## src/rtl/disk_loader.sv

```systemverilog
// Block-transfer controller moving word blocks between the disk and main memory.
// Optional checksum accumulator is enabled by defining DISK_LOADER_CHECKSUM_EN.
module disk_loader #(
  parameter int DATA_WIDTH      = 16,
  parameter int DISK_ADDR_WIDTH = 15,
  parameter int MEM_ADDR_WIDTH  = 12,
  parameter int LEN_WIDTH       = 15
) (
  input  logic                       clk,
  input  logic                       rst_n,
  input  logic                       start,
  input  logic                       dir,
  input  logic [DISK_ADDR_WIDTH-1:0] disk_base,
  input  logic [MEM_ADDR_WIDTH-1:0]  mem_base,
  input  logic [LEN_WIDTH-1:0]       len,
  input  logic                       abort,
  output logic [DISK_ADDR_WIDTH-1:0] disk_addr,
  output logic [DATA_WIDTH-1:0]      disk_data,
  output logic                       disk_tr,
  input  logic [DATA_WIDTH-1:0]      disk_q,
  output logic [MEM_ADDR_WIDTH-1:0]  mem_addr,
  output logic [DATA_WIDTH-1:0]      mem_data,
  output logic                       mem_we,
  input  logic [DATA_WIDTH-1:0]      mem_q,
  output logic                       busy,
  output logic                       done,
  output logic [DATA_WIDTH-1:0]      checksum
);

  typedef enum logic [2:0] {
    IDLE,
    LOAD,
    ST_RD,
    ST_WR,
    DONE
  } state_t;

  state_t                     state;
  logic [DISK_ADDR_WIDTH-1:0] disk_cnt;
  logic [MEM_ADDR_WIDTH-1:0]  mem_cnt;
  logic [LEN_WIDTH-1:0]       remaining;
  logic                       busy_r;
  logic                       done_r;
  logic                       last_word;
  logic                       load_wr;
  logic                       store_wr;

  assign last_word = (remaining == LEN_WIDTH'(1));

  // Abort must suppress the write in the very cycle it arrives, so the enables are gated combinationally.
  assign load_wr  = (state == LOAD)  && !abort;
  assign store_wr = (state == ST_WR) && !abort;

  assign disk_addr = disk_cnt;
  assign mem_addr  = mem_cnt;
  assign mem_we    = load_wr;
  assign disk_tr   = store_wr;
  assign mem_data  = (state == LOAD)  ? disk_q : '0;
  assign disk_data = (state == ST_WR) ? mem_q  : '0;
  assign busy      = busy_r;
  assign done      = done_r;

  always_ff @(posedge clk or negedge rst_n) begin
    if (!rst_n) begin
      state     <= IDLE;
      disk_cnt  <= '0;
      mem_cnt   <= '0;
      remaining <= '0;
      busy_r    <= 1'b0;
      done_r    <= 1'b0;
    end else begin
      case (state)
        IDLE: begin
          done_r <= 1'b0;
          if (start) begin
            disk_cnt  <= disk_base;
            mem_cnt   <= mem_base;
            remaining <= len;
            if (len == '0) begin
              state  <= DONE;
              done_r <= 1'b1;
            end else begin
              state  <= dir ? ST_RD : LOAD;
              busy_r <= 1'b1;
            end
          end
        end

        LOAD: begin
          if (abort) begin
            state  <= DONE;
            busy_r <= 1'b0;
            done_r <= 1'b1;
          end else begin
            disk_cnt  <= disk_cnt + DISK_ADDR_WIDTH'(1);
            mem_cnt   <= mem_cnt + MEM_ADDR_WIDTH'(1);
            remaining <= remaining - LEN_WIDTH'(1);
            if (last_word) begin
              state  <= DONE;
              busy_r <= 1'b0;
              done_r <= 1'b1;
            end
          end
        end

        ST_RD: begin
          if (abort) begin
            state  <= DONE;
            busy_r <= 1'b0;
            done_r <= 1'b1;
          end else begin
            state <= ST_WR;
          end
        end

        // The memory word addressed during ST_RD is on mem_q now and goes straight to the disk.
        ST_WR: begin
          if (abort) begin
            state  <= DONE;
            busy_r <= 1'b0;
            done_r <= 1'b1;
          end else begin
            disk_cnt  <= disk_cnt + DISK_ADDR_WIDTH'(1);
            mem_cnt   <= mem_cnt + MEM_ADDR_WIDTH'(1);
            remaining <= remaining - LEN_WIDTH'(1);
            if (last_word) begin
              state  <= DONE;
              busy_r <= 1'b0;
              done_r <= 1'b1;
            end else begin
              state <= ST_RD;
            end
          end
        end

        DONE: begin
          done_r <= 1'b0;
          state  <= IDLE;
        end

        default: begin
          state  <= IDLE;
          busy_r <= 1'b0;
          done_r <= 1'b0;
        end
      endcase
    end
  end

`ifdef DISK_LOADER_CHECKSUM_EN
  logic [DATA_WIDTH-1:0] sum_r;

  // Running sum of every word actually written; carry out of the top bit is dropped.
  always_ff @(posedge clk or negedge rst_n) begin
    if (!rst_n) begin
      sum_r <= '0;
    end else if ((state == IDLE) && start) begin
      sum_r <= '0;
    end else if (load_wr) begin
      sum_r <= sum_r + disk_q;
    end else if (store_wr) begin
      sum_r <= sum_r + mem_q;
    end
  end

  assign checksum = sum_r;
`else
  assign checksum = '0;
`endif

endmodule

```

## config.mk

```make
export PLATFORM = sky130hd
export DESIGN_NAME = disk_loader
export DESIGN_NICKNAME = d
export VERILOG_FILES = /design/src/rtl/disk_loader.sv
export SDC_FILE = /design/constraint.sdc
export NUM_CORES = 1
export LEC_CHECK = 0
export CAP_MARGIN = 40
export CELL_PAD_IN_SITES_DETAIL_PLACEMENT = 0
export CELL_PAD_IN_SITES_GLOBAL_PLACEMENT = 1
export CORE_UTILIZATION = 32
export DETAILED_ROUTE_END_ITERATION = 7
export MAX_ROUTING_LAYER = met4
export PLACE_DENSITY_LB_ADDON = 0.12
export SYNTH_ARGS = -nofsm -noshare
export SYNTH_HDL_FRONTEND = slang
export SYNTH_SLANG_ARGS = --single-unit
export TNS_END_PERCENT = 1
```

## constraint.sdc

```tcl
create_clock -name clk -period 2.9 [get_ports clk]
set_input_delay 0.58 -clock clk [delete_from_list [all_inputs] [get_ports clk]]
set_output_delay 0.58 -clock clk [all_outputs]
set_load 0.005 [all_outputs]
```

# [After elaboration in Yosys (flattened, before gate mapping)]
# Index checks and enable logic that the tools add are counted.
[totals] ff_bits=47 latchBits=0 ramBits=0 romBits=0 in_bits=79 out_inout_bits=79 word_cells=64 memories=0
[op_classes] add_sub_neg=3 mul=0 div_mod_pow=0 n_lt_le_gt_ge=0 eq_ne=11 shift=0 n_mux=32 bitwise=1 n_reduce_logical=11
[ops] op="15-bit 2-to-1 mux" count=4
[ops] op="15-bit one-hot mux with 2 select lines" count=2
[ops] op="16-bit 2-to-1 mux" count=2
[ops] op="12-bit 2-to-1 mux" count=2
[ops] op="12-bit one-hot mux with 2 select lines" count=1
[ops] op="3-bit 2-to-1 mux" count=7
[ops] op="15-bit by 1-bit adder with 15-bit output, second input constant" count=1
[ops] op="15-bit by 1-bit == test with 1-bit output, second input constant" count=1
[ops] op="15-bit logical NOT" count=1
[ops] op="15-bit by 1-bit subtractor with 15-bit output, second input constant" count=1
[ops] op="12-bit by 1-bit adder with 12-bit output, second input constant" count=1
[ops] op="3-bit one-hot mux with 4 select lines" count=1
[ops] op="1-bit 2-to-1 mux" count=10
[ops] op="2-bit != test, second input constant" count=4
[ops] op="3-bit by 2-bit == test with 1-bit output, second input constant" count=2
[ops] op="5-bit AND reduction" count=1
[ops] op="1-bit one-hot mux with 4 select lines" count=1
[ops] op="2-bit AND reduction" count=2
[ops] op="3-bit by 1-bit == test with 1-bit output, second input constant" count=1
[ops] op="3-bit == test, second input constant" count=1
[ops] op="3-bit logical NOT" count=1
[ops] op="3-bit by 1-bit != test with 1-bit output, second input constant" count=1
[ops] op="3-bit != test, second input constant" count=1
[ops] op="1-bit one-hot mux with 3 select lines" count=1
[ops] op="7 further kinds" count=8

# [Logic depth before layout (Yosys ltp)]
[depth] depth_word=4 depth_mapped=7 depth_no_buf=6

# [Least setup slack after synthesis]
# Ideal clock, no wire load.
[synth_timing] kind="reg2out" from="register state[0]" to="output disk_data[15]" arrival_ns=1.222 required_time_ns=2.320 setup_slack_ns=1.098 path_stages_with_launch=6 path_buffers=3 cell_sequence="dfrtp_1 > buf_2 > nor2b_1 > buf_2 > clkbuf_1 > and3_1"
[synth_between] elab_chain_cells=2
[synth_rtl] item="from (decl)" line="38" rtl="state_t state;"
[synth_rtl] item="from (signal assigned)" line="83" rtl="state <= dir ? ST_RD : LOAD;"
[synth_rtl] item="3-bit by 2-bit == test with 1-bit output" line="59" rtl="assign disk_data = (state == ST_WR) ? mem_q : '0;"
[synth_rtl] item="16-bit 2-to-1 mux" line="59"
[synth_rtl] item="to (decl)" line="18" rtl="output logic [DATA_WIDTH-1:0] disk_data,"
# Every way passes these cells.

# [Final worst setup path]
[layout_timing] from="register state[2]" to="output mem_data[2]"
[layout_between] elab_chain_cells=2
[layout_rtl] item="3-bit by 1-bit == test with 1-bit output" line="58" rtl="assign mem_data = (state == LOAD) ? disk_q : '0;"
[layout_rtl] item="16-bit 2-to-1 mux" line="58"
[layout_rtl] item="to (decl)" line="22" rtl="output logic [DATA_WIDTH-1:0] mem_data,"
# Every way passes these cells.

==> impl_metrics.py <==
metrics = {
    "global_routing": {
        "grt_max_degree": 35,
        "grtUsageTotal": 0.1966,
        "antenna_found_initial": 0,
        "overflow": 0,
        "grt_pass1_wl_um": 17310,
        "grt_pass1_vias": 3437,
    },
    "job": {
        "maxCapViolations": 0,
    },
    "timing": {
        "clock.fmax_mhz": 361.5,
        "setup_violations": 0,
        "tightest_slew_ns": 0.7361,
        "finalSetupTns_ns": 0,
        "max_slew_margin": 0.5092,
        "finClkSkew_ns": 0.01806,
        "fin_crit_sh": 0.9540,
        "rsz0062_at_grt": "no",
        "slew_viol_final": 0,
        "setup_ws_ns": 0.1334,
        "timing.final.hold_violations": 0,
        "min_period_ns": 2.767,
        "worst_hold_slack_ns": 0.3083,
    },
    "placed_design": {
        "placed_area_um2": 4857,
        "port_buffers": 141,
        "post-dp-hpwl_um": 7702,
        "place_ws_ns": 0.4579,
        "place.gp.congestion": 0.8523,
    },
    "clock_network": {
        "cts.clk_slew.worst_paths_ns": 0.11,
        "clock_latency_ns": 0.32,
        "clock-sinks": 47,
        "cts_inserted_buffers": 5,
        "ctsHoldBuffers": 0,
        "cts_resized": 0,
        "htreeDepth": 2,
        "cts_setup_buffers": 0,
        "root_buffer": "clkbuf_8",
        "cts_tree": "built",
        "cts_max_path_buffers": 2,
    },
    "power": {
        "ir_drop_v": 0.0003791,
        "p_leak_nw": 2.024,
        "pwr_density_cell_nw_per_um2": 892.7,
        "finalPower_mw": 4.446,
    },
    "synthesis": {
        "synth_edf_count": 0,
        "ys_seq_elements": 47,
        "yosysTopAreaCellShare": 0.3469,
        "synth_cell_type_count": 62,
        "synth_top_cell_by_area": "dfrtp_1",
        "synth_common_cells": "47 x dfrtp_1, 39 x and3_1, 38 x a21oi_1",
        "netlist_area_um2": 3391,
        "ys_warn_count": 0,
        "syn_area_per_cell_um2": 8.190,
        "synth_cells": 414,
        "synth_flop_cell": "dfrtp_1",
        "ys_async_sr_fraction": 1.000,
        "yosysMostFrequentCell": "dfrtp_1",
        "synth-seq-area-share": 0.3469,
        "yosys-top-cells-area": "dfrtp_1 35%, and3_1 7.2%, a21oi_1 5.6%, o21ai_0 4.6%, buf_4 3.5%",
    },
    "floorplan": {
        "die_height_um": 104.9,
        "coreArea_um2": 10280,
        "start_util": 0.3299,
        "row_count": 37,
        "ioPinCount": 158,
        "die-area_um2": 11010,
        "fp.dieW_um": 104.9,
    },
    "setup_path": {
        "path_class": "register to output port",
        "worst_ep_required_time_ns": 2.32,
        "critical_path.endpoint_type": "output port",
        "critPathArrivalTime_ns": 2.19,
        "cp_max_fo": 17,
        "crit_path_start_kind": "register",
    },
    "cells_and_area": {
        "antenna_cells": 0,
        "fin_nets": 623,
        "design_area_um2": 4981,
        "fillers": 1017,
        "drive_above_1_share": 0.07024,
        "area_delta_synth_final_pct": 46.90,
    },
    "routing": {
        "wl_um": 10650,
        "ant_nets": 0,
        "viasPerCell": 5.355,
        "vias": 3625,
        "drc": 0,
        "wl_per_cell_um": 15.73,
        "firstDrtPassIters": 4,
        "drt-initial-drc-count": 178,
    },
    "worst_hold_path": {
        "min_path_type": "input port to async pin",
    },
    "outcome": {
        "outcome": "finished, final reports clean",
    },
}
-- routing by layer --
layer	part of all wire	global-route usage	routed length, µm
met1	0.46	0.2620	4890
met2	0.49	0.3231	5230
met3	0.042	0.02433	443
met4	0.0080	0.03622	85
met5	0	-	0
-- flip-flops by register name (all words and copies together) (netlist names) --
register,cells
state,3
mem_addr,12
done,1
remaining,15
disk_addr,15
busy,1
-- cell families (layout without fill, tap and decap cells) --
logic type / after synthesis / after routing / share of synthesized area
DFF: 47 / 47 / 0.3469
muxes: 3 / 3 / 0.009225
adders and majority gates: 4 / 4 / 0.01476
AOI/OAI and AO/OA: 139 / 139 / 0.2657
buffers and inverters: 63 / 174 / 0.09705
other: 1 / 16 / 0.001106
and+or+nand+nor: 157 / 158 / 0.2653
-- power breakdown --
group | leakage [nW] | switching [mW] | internal, mW
combinational | 1.42 | 1.21 | 1.29
clock | 0.0548 | 0.255 | 0.260
sequential | 0.545 | 0.454 | 0.980
-- through the flow --
stage,utilization,std cells
after floorplan,-,429
after global placement,0.4726,668
after detailed placement,0.4726,668
after CTS,0.4838,676
after global routing,0.4847,677
final,0.4847,677
-- worst paths after layout --
kind / start / end / slack (ns) / cells after the start
worst max register to register: state[2] / mem_addr[11] / 0.45 / 6
max in group asynchronous: rst_n / remaining[2] / 1.93 / 2
worst min register to register: busy / busy / 0.50 / 1
worst min-delay path: rst_n / disk_addr[3] / 0.31 / 1
min in group clk: busy / busy / 0.50 / 1
worst max-delay path: state[2] / mem_data[2] / 0.13 / 3
-- cell type report --
type / instances / area (µm²) / area share
inverters: 12 / 45.04 / 0.009043
clock buffers: 5 / 68.82 / 0.01382
clock inverters: 3 / 46.29 / 0.009294
flip-flops and latches: 47 / 1176 / 0.2361
repair buffers: 154 / 1516 / 0.3044
multi-input cells: 320 / 1958 / 0.3931
well taps: 136 / 170.2 / 0.03416
-- cell usage in the layout (no fill, tap or decap), types with 3 or more instances in the layout --
cell type and instances:
a31oi_1 6, a211oi_1 3, buf_4 12, and4_1 3, a22oi_1 6, clkdlybuf4s50_1 140
a32oi_1 3, and3_1 39, clkbuf_8 5, o21ai_0 31, conb_1 16, o21ai_1 4
nor4_1 6, nor3_1 10, nand3_1 19, o22ai_1 10, o32ai_1 3, a2bb2oi_1 12
inv_1 12, nand2_1 28, nand4_1 7, nor3b_1 4, a21oi_1 38, ha_1 4
o2bb2ai_1 4, dfrtp_1 47, nor2_1 22
-- worst max-delay path: stages (launching register included) --
cell             delay (ns)
dfrtp_1                0.57
nor2b_2                0.57
and3_1                 0.24
clkdlybuf4s50_1        0.51
No activity file was read; power rests on OpenSTA's default activity.
